### config.mk
export PLATFORM = sky130hd
export DESIGN_NAME = switch_debounce
export DESIGN_NICKNAME = d
export VERILOG_FILES = /design/src/rtl/switch_debounce.sv
export SDC_FILE = /design/constraint.sdc
export NUM_CORES = 1
export LEC_CHECK = 0
export ABC_AREA = 0
export CORE_MARGIN = 2
export CORE_UTILIZATION = 50
export CTS_CLUSTER_DIAMETER = 200
export DETAILED_ROUTE_END_ITERATION = 7
export PLACE_DENSITY = 0.73
export SLEW_MARGIN = 30
export SYNTH_ARGS = -nofsm -noshare
export SYNTH_HDL_FRONTEND = slang
export SYNTH_SLANG_ARGS = --single-unit
### constraint.sdc
create_clock -name clk -period 4.89 [get_ports clk]
set_clock_uncertainty 0.2 [all_clocks]
set_input_delay 0.489 -clock clk [delete_from_list [all_inputs] [get_ports clk]]
set_output_delay 0.489 -clock clk [all_outputs]
set_load 0.05 [all_outputs]
### src/rtl/switch_debounce.sv
// Two-flop synchroniser plus per-bit stability counter for a bank of slide switches.
// Emits the debounced level together with registered rise/fall/any-change pulses.
module switch_debounce #(
  parameter int WIDTH           = 8,
  parameter int DEBOUNCE_CYCLES = 16,
  parameter int CNT_W           = 5
) (
  input  logic             clk,
  input  logic             rst_n,
  input  logic [WIDTH-1:0] sw_in,
  output logic [WIDTH-1:0] sw_out,
  output logic [WIDTH-1:0] rise,
  output logic [WIDTH-1:0] fall,
  output logic             changed
);

  localparam logic [CNT_W-1:0] LAST_CNT = CNT_W'(DEBOUNCE_CYCLES - 1);

  logic [WIDTH-1:0]            s1_q;
  logic [WIDTH-1:0]            s2_q;
  logic [WIDTH-1:0]            sw_q;
  logic [WIDTH-1:0]            sw_d;
  logic [WIDTH-1:0]            rise_q;
  logic [WIDTH-1:0]            rise_d;
  logic [WIDTH-1:0]            fall_q;
  logic [WIDTH-1:0]            fall_d;
  logic                        changed_q;
  logic                        changed_d;
  logic [WIDTH-1:0][CNT_W-1:0] cnt_q;
  logic [WIDTH-1:0][CNT_W-1:0] cnt_d;

  // Each counter tracks how many consecutive edges s2 has disagreed with the
  // accepted level; any agreement, or an acceptance, restarts it from zero.
  always_comb begin
    cnt_d = cnt_q;
    sw_d  = sw_q;
    for (int i = 0; i < WIDTH; i++) begin
      if (s2_q[i] == sw_q[i]) begin
        cnt_d[i] = '0;
      end else if (cnt_q[i] == LAST_CNT) begin
        sw_d[i]  = s2_q[i];
        cnt_d[i] = '0;
      end else begin
        cnt_d[i] = cnt_q[i] + CNT_W'(1);
      end
    end
  end

  // Pulses are derived from the next level so they line up with the sw_out update.
  always_comb begin
    rise_d    = sw_d & ~sw_q;
    fall_d    = ~sw_d & sw_q;
    changed_d = |(rise_d | fall_d);
  end

  always_ff @(posedge clk or negedge rst_n) begin
    if (!rst_n) begin
      s1_q      <= '0;
      s2_q      <= '0;
      sw_q      <= '0;
      rise_q    <= '0;
      fall_q    <= '0;
      changed_q <= 1'b0;
      cnt_q     <= '0;
    end else begin
      s1_q      <= sw_in;
      s2_q      <= s1_q;
      sw_q      <= sw_d;
      rise_q    <= rise_d;
      fall_q    <= fall_d;
      changed_q <= changed_d;
      cnt_q     <= cnt_d;
    end
  end

  assign sw_out  = sw_q;
  assign rise    = rise_q;
  assign fall    = fall_q;
  assign changed = changed_q;

endmodule

After elaboration in Yosys (flattened, before gate mapping)
Index checks and enable logic that the tools add are counted. W data, S select, Z words.

Equal/unequal tests: 16. Reductions and logical operators: 1. Add/sub/neg operators: 8. Muxes and demuxes: 32. Bitwise gates (word level): 5.

Operator list (number): $mux W5 (16); $add A5 B1 Y5 const B (8); $eq A5 B4 Y1 const B (8); $and A8 B8 Y8 (2); $mux W1 (16); $not A8 Y8 (2); $eq A1 B1 Y1 (8); $or A8 B8 Y8 (1); $reduce_or A8 Y1 (1).

Register bits after elaboration: 81. Logic and storage cells: 76.

Depth between registers and ports, before layout
Depth in word-level cells: 7. Depth in mapped cells: 7. Mapped depth without buffers: 7.

Least setup slack after synthesis
OpenSTA, ideal clock, no wires.

Path kind: flip-flop to flip-flop. From: reg cnt_q[5] (netlist bit). To: reg changed_q, in the netlist changed. Arrival time: 1722 ps. Period minus slack after synthesis: 2049 ps. Stages on the path, launching flop included: 8. Slack: 2841 ps. Path through: dfrtp_1 -> ha_1 -> nand3_2 -> nor2_2 -> mux2_1 -> ha_1 -> nand4_1 -> or2_2.

Longest elaborated chain between the ends: 7.

Ends and longest elaborated chain: start: declaration (RTL line 29) `logic [WIDTH-1:0][CNT_W-1:0] cnt_q;`; start signal: assignment (RTL line 72) `cnt_q <= cnt_d;`; $eq A5 B4 Y1 (*) (RTL line 40) `end else if (cnt_q[i] == LAST_CNT) begin`; $mux W1 (*) (RTL line 40); $mux W1 (*) (RTL line 38) `if (s2_q[i] == sw_q[i]) begin`; net sw_d[1] (RTL line 22) `logic [WIDTH-1:0] sw_d;`; $not A8 Y8 (RTL line 52) `fall_d = ~sw_d & sw_q;`; $and A8 B8 Y8 (RTL line 52); $or A8 B8 Y8 (*) (RTL line 53) `changed_d = |(rise_d | fall_d);`; $reduce_or A8 Y1 (*) (RTL line 53); net changed_d (RTL line 28) `logic changed_d;`; end signal: assignment (RTL line 71) `changed_q <= changed_d;`; end: declaration (RTL line 27) `logic changed_q;`.

Mark *: on every way through the listed nets, which the timed path passes. The rest lies on a longest branch.

Final worst setup path
From: reg sw_q[6], in the netlist sw_out[6]. To: out sw_out[6].

RTL lines: start: declaration (RTL line 21) `logic [WIDTH-1:0] sw_q;`; start signal: assignment (RTL line 68) `sw_q <= sw_d;`; end: declaration (RTL line 11) `output logic [WIDTH-1:0] sw_out,`.

No word-level cell between the ends.

==> reports/metrics.yaml <==
status: "finished, violations left"
violations: "negative hold slack"
fin_crit_sh_pct: 47.33
hpwl_microns: 2918
synth-xor-area-share_pct: 6.588
path_buf_inv: 1
cts_root_buffer: "clkbuf_8"
rsz0062_at_grt: "no"
yosys_warnings: 0
synth_top_family_by_area: "simple AND/OR/NAND/NOR gates"
crit_chain: "clkdlybuf4s50_1"
post_cts_buffers: 0
ys_seq_area_share_pct: 63.53
start_util_pct: 50.83
netlist_instances: 235
worst_slack_ns: 2.575
hp-class: "in -> async"
synth.area.top_cells: "dfrtp_1 64%, ha_1 9.4%, xor2_1 6.6%"
die_x_microns: 83.88
htree_levels: 3
grt_overflow: 0
place_area_sq_um: 3625
ir_worst_vdd_mv: 0.2556
max_stage_delay_ns: 0.84
design_area_sq_um: 3855
die_h_microns: 83.88
postSynthAreaPerCell_sq_um: 13.58
viasPerCell: 4.746
max_freq_mhz: 432.0
dp_slack_ns: 2.697
clkLatencyLatePin_ns: 0.33
design.die.area_sq_um: 7036
antenna_left: 0
grt_pass1_vias: 1771
power_density_nw_per_um2: 332.9
ctsHoldBuffers: 0
area_growth_pct: 20.82
slowest_stage: "clkdlybuf4s50_1"
numPortBuffers: 34
setup_tns_ns: 0
cts_resized: 0
wl_microns: 4332
finalSetupViolCount: 0
synthDistinctLibCells: 16
fin_crit_ns: 2.315
holdWs_ns: -0.04794
syn_area_sq_um: 3191
syn-num-nets: 269
crit_family: "buffers and inverters"
cts_tree: "done"
post-synth-top-area-fraction_pct: 63.53
worst-slew-pin-transition_ns: 0.7100
critPathMaxFanout: 6
wl_per_cell_microns: 11.97
finalPower_uw: 1283
gp_congestion: 0.7251
firstDrtPassIters: 4
critPathRequiredTime_ns: 4.20
synth_seq_cells: 81
drt_iter0_markers: 67
antenna_found_initial: 0
synthMuxAreaShare_pct: 5.333
rows: 29
drcViolationCount: 0
grt_use_total_pct: 14.03
p_leak_uw: 0.001911
cts_max_path_buffers: 2
io_pins: 35
grt_pass1_wl_microns: 7728
finalHoldViolCount: 22
coreArea_sq_um: 6277
finalMaxSlewViolations: 0
synth_top_cell_by_area: "dfrtp_1"
clkSlewWorstSetupHoldPaths_ns: 0.07
start_kind: "register"
worst-endpoint-arrival_ns: 1.63
numClockSinks: 81
worstSetupPathType: "reg -> out"
yosys.area_share.adder_pct: 9.412
final_layout_size_suffix_gt1_share_pct: 11.58
num-fill-cells: 472
synth-compound-area-share_pct: 1.255
maxCapViolations: 0
endpoint_kind: "primary output"
nets: 314
vias: 1718
synth-simple-area-share_pct: 12.12
antennaDiodeCount: 0
grt_start_max_net_pins: 82
slew_headroom_pct: 52.67
cts_buffers: 9
==> worst paths after layout <==
| kind | startpoint | end | slack [ns] | cells after the start |
|---|---|---|---|---|
| min in group clk | s1_q[2] | s2_q[2] | 0.15 | 0 |
| hold reg to reg | s1_q[2] | s2_q[2] | 0.15 | 0 |
| max in group asynchronous | rst_n | fall[5] | 4.02 | 1 |
| setup reg to reg | cnt_q[36] | changed | 2.70 | 7 |
| hold / removal | rst_n | cnt_q[3] | -0.05 | 1 |
| setup / recovery | sw_out[6] | sw_out[6] | 2.58 | 1 |
==> through the flow <==
stage | std cells | util (%) | hold slack, ns
floorplan | 235 | - | -0.006591
global placement | 346 | 57.74 | 0.1333
detailed placement | 346 | 57.74 | 0.1365
CTS | 362 | 61.35 | 0.1329
global route | 362 | 61.41 | 0.02419
finish | 362 | 61.41 | -0.04794
==> flip-flops by register name, summed over array words and instances, names as in the netlist <==
name / count
sw_out: 8
changed: 1
s1_q: 8
fall: 8
rise: 8
s2_q: 8
cnt_q: 40
==> cell families (layout without fill, tap and decap cells) <==
group                    after synthesis  after routing
XOR/XNOR                              24             24
buffers and inverters                 15             65
flip-flops                            81             81
AND/OR/NAND/NOR                       67             67
multiplexers                          16             16
AO/OA/AOI/OAI                          8              8
adder cells (fa/ha/maj)               24             24
==> synth_stat cells <==
library cell,instances
inv_1,15
mux2i_1,8
nor2_4,1
nor2_2,7
nor2_1,23
nand3_2,8
nand3_1,8
and3_1,8
mux2_1,8
nand4_1,2
or2_2,1
ha_1,24
dfrtp_1,81
xor2_1,24
o21ai_1,8
and2_1,9
==> report_power, final <==
part / internal, uW / switching (uW)
Sequential: 693 / 16.5
Combinational: 24.2 / 32.6
Clock: 306 / 211
Total: 1020 / 260
==> per-layer routing <==
layer	GRT usage, %	wire [microns]	vias up	share of wire (%)
met5	0	0	-	0
met1	18.52	2082	820	48
met4	4.839	22	0	0.51
met2	20.95	2010	36	46
met3	5.935	217	2	5.0
li1	-	-	860	-
==> layout make-up <==
| class | count | area (sq um) | area share [%] |
|---|---|---|---|
| Inverter | 15 | 56.30 | 1.461 |
| Clock buffer | 15 | 196.4 | 5.096 |
| Sequential cell | 81 | 2027 | 52.58 |
| Timing Repair Buffer | 34 | 341.6 | 8.861 |
| Clock inverter | 1 | 30.03 | 0.7790 |
| Multi-Input combinational cell | 139 | 1107 | 28.72 |
| Tap cell | 77 | 96.34 | 2.499 |
==> cells in the final DEF, fill, tap and decap left out <==
cell / n
clkbuf_8: 14
mux2i_1: 8
o21ai_1: 8
bufinv_16: 1
inv_1: 15
dfrtp_1: 81
ha_1: 24
or2_2: 1
mux2_1: 8
nor2_1: 23
buf_6: 1
clkbuf_1: 1
nand3_2: 8
nor2_4: 1
xor2_1: 24
and3_1: 8
nor2_2: 7
nand4_1: 2
clkdlybuf4s50_1: 33
nand3_1: 8
and2_1: 9
Power figures use the tool's default switching activity.
